--- src/rtl/alu_serial_rx.sv ---
// Serial receiver for the ALU packet protocol: assembles B/A operand bytes and a control
// packet into one command record. Optional CRC4 checking is built when ALU_RX_CRC_CHECK_EN is defined.
module alu_serial_rx #(
  parameter int WORD_BYTES = 4
) (
  input  logic                    clk,
  input  logic                    rst,
  input  logic                    sin,
  input  logic                    cmd_ready,
  output logic                    cmd_valid,
  output logic [8*WORD_BYTES-1:0] cmd_a,
  output logic [8*WORD_BYTES-1:0] cmd_b,
  output logic [2:0]              cmd_op,
  output logic [2:0]              cmd_err,
  output logic                    overflow
);

  localparam int W    = 8 * WORD_BYTES;
  localparam int NPKT = 2 * WORD_BYTES;
  localparam int CW   = $clog2(NPKT + 2);
  localparam logic [CW-1:0] CNT_FULL = CW'(NPKT);
  localparam logic [CW-1:0] CNT_OVER = CW'(NPKT + 1);

  typedef enum logic [2:0] {S_SYNC, S_IDLE, S_TYPE, S_PAYLOAD, S_STOP} state_t;

  state_t          state;
  logic [2:0]      bit_cnt;
  logic [CW-1:0]   pkt_cnt;
  logic            typ;
  logic [7:0]      pay;
  logic [2*W-1:0]  data_sr;

  logic            rec_done;
  logic [2:0]      rec_err;
  logic            op_bad;
  logic            crc_bad;

`ifdef ALU_RX_CRC_CHECK_EN
  logic [3:0] crc;

  // x^4+x+1, MSB first, over the low nbits of d
  function automatic logic [3:0] crc4_step(input logic [3:0] c, input logic [7:0] d,
                                           input int nbits);
    logic [3:0] r;
    logic       fb;
    r = c;
    for (int i = 7; i >= 0; i--) begin
      if (i < nbits) begin
        fb = r[3] ^ d[i];
        r  = {r[2:0], 1'b0} ^ {2'b00, fb, fb};
      end
    end
    return r;
  endfunction

  always_ff @(posedge clk) begin
    if (rst) begin
      crc <= '0;
    end else if (state == S_STOP) begin
      if (!sin || typ) crc <= '0;
      else             crc <= crc4_step(crc, pay, 8);
    end
  end

  assign crc_bad = (crc4_step(crc, {4'b0000, 1'b1, pay[6:4]}, 4) != pay[3:0]);
`else
  assign crc_bad = 1'b0;
`endif

  always_comb begin
    case (pay[6:4])
      3'b000, 3'b001, 3'b100, 3'b101: op_bad = 1'b0;
      default:                        op_bad = 1'b1;
    endcase
  end

  // A record completes at the stop bit of a CTL packet or of any packet with a bad stop bit
  always_comb begin
    rec_done = 1'b0;
    rec_err  = 3'b000;
    if (state == S_STOP) begin
      if (!sin) begin
        rec_done = 1'b1;
        rec_err  = 3'b100;
      end else if (typ) begin
        rec_done = 1'b1;
        if (pkt_cnt != CNT_FULL) rec_err = 3'b100;
        else                     rec_err = {1'b0, crc_bad, op_bad};
      end
    end
  end

  // Datapath: type, payload shifter and operand assembly
  always_ff @(posedge clk) begin
    if (state == S_TYPE)    typ <= sin;
    if (state == S_PAYLOAD) pay <= {pay[6:0], sin};
    if (state == S_STOP && sin && !typ) data_sr <= {data_sr[2*W-9:0], pay};
  end

  always_ff @(posedge clk) begin
    if (rst) begin
      state     <= S_SYNC;
      bit_cnt   <= '0;
      pkt_cnt   <= '0;
      cmd_valid <= 1'b0;
      cmd_a     <= '0;
      cmd_b     <= '0;
      cmd_op    <= '0;
      cmd_err   <= '0;
      overflow  <= 1'b0;
    end else begin
      overflow <= 1'b0;
      if (cmd_valid && cmd_ready) cmd_valid <= 1'b0;
      if (rec_done) begin
        if (!cmd_valid || cmd_ready) begin
          cmd_valid <= 1'b1;
          cmd_a     <= data_sr[W-1:0];
          cmd_b     <= data_sr[2*W-1:W];
          cmd_op    <= pay[6:4];
          cmd_err   <= rec_err;
        end else begin
          overflow <= 1'b1;
        end
      end

      case (state)
        S_SYNC: if (sin) state <= S_IDLE;
        S_IDLE: if (!sin) state <= S_TYPE;
        S_TYPE: begin
          bit_cnt <= '0;
          state   <= S_PAYLOAD;
        end
        S_PAYLOAD: begin
          bit_cnt <= bit_cnt + 3'd1;
          if (bit_cnt == 3'd7) state <= S_STOP;
        end
        S_STOP: begin
          if (!sin) begin
            pkt_cnt <= '0;
            state   <= S_SYNC;
          end else begin
            state <= S_IDLE;
            if (typ)                       pkt_cnt <= '0;
            else if (pkt_cnt != CNT_OVER)  pkt_cnt <= pkt_cnt + 1'b1;
          end
        end
        default: state <= S_SYNC;
      endcase
    end
  end

endmodule

--- config.mk ---
export PLATFORM = sky130hd
export DESIGN_NAME = alu_serial_rx
export DESIGN_NICKNAME = d
export VERILOG_FILES = /design/src/rtl/alu_serial_rx.sv
export SDC_FILE = /design/constraint.sdc
export NUM_CORES = 1
export LEC_CHECK = 0
export BUFFER_PORTS_ARGS = -buffer_cell sky130_fd_sc_hd__buf_2
export CAP_MARGIN = 15
export CORE_MARGIN = 4
export CORE_UTILIZATION = 35
export DETAILED_ROUTE_END_ITERATION = 10
export GPL_TIMING_DRIVEN = 1
export PLACE_DENSITY = 0.56
export RECOVER_POWER = 25
export REMOVE_ABC_BUFFERS = 1
export SETUP_SLACK_MARGIN = 0.3
export SLEW_MARGIN = 20
export SYNTH_ARGS = -nofsm -noshare
export SYNTH_HDL_FRONTEND = slang
export SYNTH_SLANG_ARGS = --single-unit
--- constraint.sdc ---
create_clock -name clk -period 14 [get_ports clk]
set_input_delay 4.2 -clock clk [delete_from_list [all_inputs] [get_ports clk]]
set_output_delay 4.2 -clock clk [all_outputs]
set_load 0.005 [all_outputs]
[Word level (Yosys, flattened, before mapping)]
Cells that the tools add are included.
Storage, ports and cells
  input bits: 4
  output and inout bits: 72
  bits in registers: 155
Operators by class
  reduce and logical (&&, ||, !) cells: 14
  $add $sub $neg: 2
  eq/ne operators: 14
  bitwise logic cells: 1
  muxes and demuxes: 21
Operators by type and width (number)
  two-way mux 3 bit: 7
  case mux 3 bit (5 select lines): 1
  equality test 3 bit (second input constant): 4
  two-way mux 4 bit: 3
  two-way mux 1 bit: 9
  != test 4 bit (second input constant): 2
  equality test 3 x 1 -> 1 bit (second input constant): 2
  equality test 3 x 2 -> 1 bit (second input constant): 2
  zero test 3 bit: 2
  case mux 3 bit (2 select lines): 1
  adder 4 x 1 -> 4 bit (second input constant): 1
  != test 2 bit (second input constant): 2
  AND reduction 2 bit: 2
  OR reduction 4 bit: 1
  adder 3 x 1 -> 3 bit (second input constant): 1
  logical AND 1 bit: 3
  != test 3 x 1 -> 1 bit (second input constant): 1
  AND reduction 3 bit: 1
  zero test 1 bit: 2
  != test 2 x 1 -> 1 bit (second input constant): 1
  nonzero test 2 bit: 1
  OR reduction 2 bit: 1
  logical OR 1 bit: 1
  NOT 1 bit: 1

[Depth between registers and ports, before layout]
  depth after elaboration: 7
  mapped depth: 6
  mapped depth without buffers: 5

[Least setup slack after synthesis]
No wires, ideal clock.
  kind: in2reg
  start point: input sin
  end point: register data_sr[0] (enable)
  stages on the path: 4
  data arrival time: 7319 ps
  data required time: 13513 ps
  setup slack: 6194 ps
  cell sequence: nand2b_1 clkbuf_1 clkbuf_1 nor2_1
On the way
  cells in the longest elaborated chain, start to end: 2
RTL lines
  from (decl): RTL line 8  | input logic sin,
  logical AND 1 bit (2 in series): RTL line 97  | if (state == S_STOP && sin && !typ) data_sr <= {data_sr[2*W-9:0], pay};
  to (signal assigned): RTL line 97
  to (decl): RTL line 31  | logic [2*W-1:0] data_sr;
No other way between the ends.
A chain may end at the register's enable or synchronous reset.

[Worst setup path in the final report]
  start point: input sin
  end point: register data_sr[8] (enable)
Same word-level chain as after synthesis.

==> impl_metrics.py <==
metrics = {
    "critical_path": {
        "rr_endpoint": "data_sr[8]",
        "crit_fanout": 71,
        "r2r_slack_ps": 11210,
        "slowest_delay_ps": 750,
        "worstPathArrival_ps": 6160,
        "reg2reg_from": "state[0]",
        "reg2regPathDepth": 3,
        "worstSetupPathType": "in2reg",
        "critPathSlowestCell": "nor2_4",
        "startpoint_type": "primary input",
        "path_cells": "buf_2 -> nand2b_4 -> nor2_4 -> buf_4",
        "cp-end-kind": "register",
        "critPathRequiredTime_ps": 14050,
    },
    "cells_and_area": {
        "stdcell_area_um2": 6810,
        "final_common_cell": "dfxtp_1",
        "nFillCells": 1520,
        "antenna_cells": 0,
        "seqCellArea_um2": 3810,
        "syn_to_final_growth_pct": 18.8,
        "fin_cells": 749,
        "multi_input_area_um2": 1710,
        "drive_gt1_share_pct": 22.0,
        "fin_nets": 529,
        "mostFrequentLayoutCells": "81 x dfxtp_1, 74 x a21oi_1, 74 x buf_2",
    },
    "cts": {
        "cts_tree": "built",
        "h-tree-depth": 4,
        "cts_sinks": 154,
        "clk_latency_ps": 420,
        "cts.clk_slew.worst_paths_ps": 60,
        "clock_path_buffers": 2,
        "holdBufCountCts": 0,
        "cts_resized": 0,
        "cts_root_buf": "clkbuf_16",
        "cts_buffers": 17,
        "cts_setup_buffers": 0,
    },
    "die": {
        "dieArea_um2": 18500,
        "start_util_pct": 35.9,
        "core_um2": 15900,
        "die_x_um": 136,
        "num_rows": 46,
        "dieHeight_um": 136,
        "io_pins": 76,
    },
    "synthesis": {
        "ys_types": 33,
        "ys_ff_latch": 154,
        "syn_area_um2": 5730,
        "netlist_instances": 479,
        "avgSynthCellArea_um2": 12.0,
        "yosysSeqAreaShare_pct": 66.6,
        "async_reset_ff_share_pct": 0,
        "yosysWarnings": 0,
        "synth_edf_count": 73,
        "synth_ff_type": "dfxtp_1",
    },
    "place": {
        "dpl_cell_area_um2": 6220,
        "routabilityCongestion": 0.713,
        "placed_cells": 717,
        "dp_hpwl_mm": 7.03,
        "portBuffers": 74,
    },
    "route": {
        "drt_iter0_drc": 400,
        "first_pass_iters": 5,
        "wl_per_cell_um": 16.9,
        "wirelength_mm": 12.7,
        "drc": 0,
        "postRouteAntennaNets": 0,
        "dr_total_vias": 4045,
        "routed_via_density": 5.40,
    },
    "timing": {
        "slew_viol_final": 0,
        "setup_viol": 0,
        "tightestPinTransition_ps": 1000,
        "tns_ps": 0,
        "relSlewSlack_pct": 33.1,
        "timing.final.crit_period_ps": 6110,
        "min_period_over_period_pct": 43.7,
        "rsz0062_at_grt": "false",
        "final-hold-violation-count": 0,
        "max_freq_mhz": 164,
        "fin_worst_skew_ps": 14.3,
    },
    "pwr": {
        "p_seq_share_pct": 50.5,
        "total_power_mw": 0.930,
        "p_int_mw": 0.749,
        "pwr_density_cell_nw_per_um2": 137,
        "swShare_pct": 19.5,
        "p_leak_nw": 2.33,
        "power.share.clock_pct": 48.1,
        "comb_power_share_pct": 1.4,
        "p_switching_mw": 0.182,
        "irDropWorstVdd_mv": 0.0855,
    },
    "job": {
        "maxCapViolCount": 0,
    },
    "hold_path": {
        "min_path_cells": 0,
        "holdPathEnd": "data_sr[7]",
        "worstHoldStart": "pay[7]",
        "hp-class": "reg2reg",
    },
    "global_routing": {
        "gr-usage-all-layers_pct": 13.9,
        "grt_pass1_wl_mm": 20.3,
        "antenna_found_initial": 0,
        "grt_pass1_vias": 3827,
        "overflow": 0,
        "grt_max_degree": 85,
    },
    "status": {
        "status": "finished clean",
    },
}
power by group through the flow:
| stage | sequential (mW) | combinational [mW] | clock (mW) |
|---|---|---|---|
| detailed placement | 0.479 | 0.0129 | 0 |
| global route | 0.470 | 0.0142 | 0.479 |
| floorplan | 0.479 | 0.00534 | 0 |
| global placement | 0.479 | 0.0125 | 0 |
| finish | 0.470 | 0.0128 | 0.448 |
| CTS | 0.470 | 0.0129 | 0.459 |
through the flow:
stage	setup slack, ps	hold slack [ps]	util, %
after floorplan	5290	400	-
after global placement	7510	407	39.0
after detailed placement	7440	422	39.0
after CTS	7890	423	42.7
after global routing	7720	425	42.7
final	7890	419	42.7
worst max-delay path, delay by kind of cell:
family / cells / cell delay [ps]
simple gates: 2 / 1210
buf+inv: 2 / 730
state kept, by name, indices dropped and copies added, names as in the netlist:
signal,flops
typ,1
pkt_cnt,4
state,3
cmd_valid,1
overflow,1
cmd_a,32
bit_cnt,3
data_sr,64
cmd_b,32
cmd_err,2
pay,8
cmd_op,3
worst max path at each step:
stage | startpoint | to | slack, ps | cells after the start
after global placement | sin | data_sr[9] | 7510 | 4
after global routing | sin | data_sr[8] | 7720 | 4
after floorplan | sin | data_sr[0] | 5290 | 2
final | sin | data_sr[8] | 7890 | 4
after CTS | sin | data_sr[25] | 7890 | 4
after detailed placement | sin | data_sr[17] | 7440 | 4
Yosys cell counts, types with 5 or more instances:
master,number,area [um2]
o31ai_1,68,510
buf_2,7,35.0
nand2b_1,5,31.3
nor2b_1,7,43.8
nand4_1,71,444
edfxtp_1,73,2190
nand2_1,5,18.8
clkbuf_1,44,165
buf_1,5,18.8
dfxtp_1,81,1620
ha_1,5,62.6
a21oi_1,74,370
cell families after synthesis:
| logic type | synth area share (%) |
|---|---|
| AOI/OAI and AO/OA | 16.5 |
| adders and majority gates | 1.09 |
| other | 0.0655 |
| buffers and inverters | 4.35 |
| and+or+nand+nor | 11.3 |
| muxes | 0.175 |
| DFF | 66.6 |
area by class of cell:
type	count	share of cell area [%]
tap	216	3.97
multi-input combinational	264	25.1
inverter	3	0.165
sequential	154	56.0
clock inverter	6	0.846
clock buffer	26	7.80
timing repair buffer	80	6.10
routing by layer:
metal / wire [um] / part of all wire, % / GRT usage, %
met4: 128 / 1.0 / 4.42
met1: 5790 / 46 / 18.5
met5: 0 / 0 / 0
met2: 5910 / 47 / 21.2
met3: 858 / 6.8 / 5.22
No activity file was read; power rests on OpenSTA's default activity.
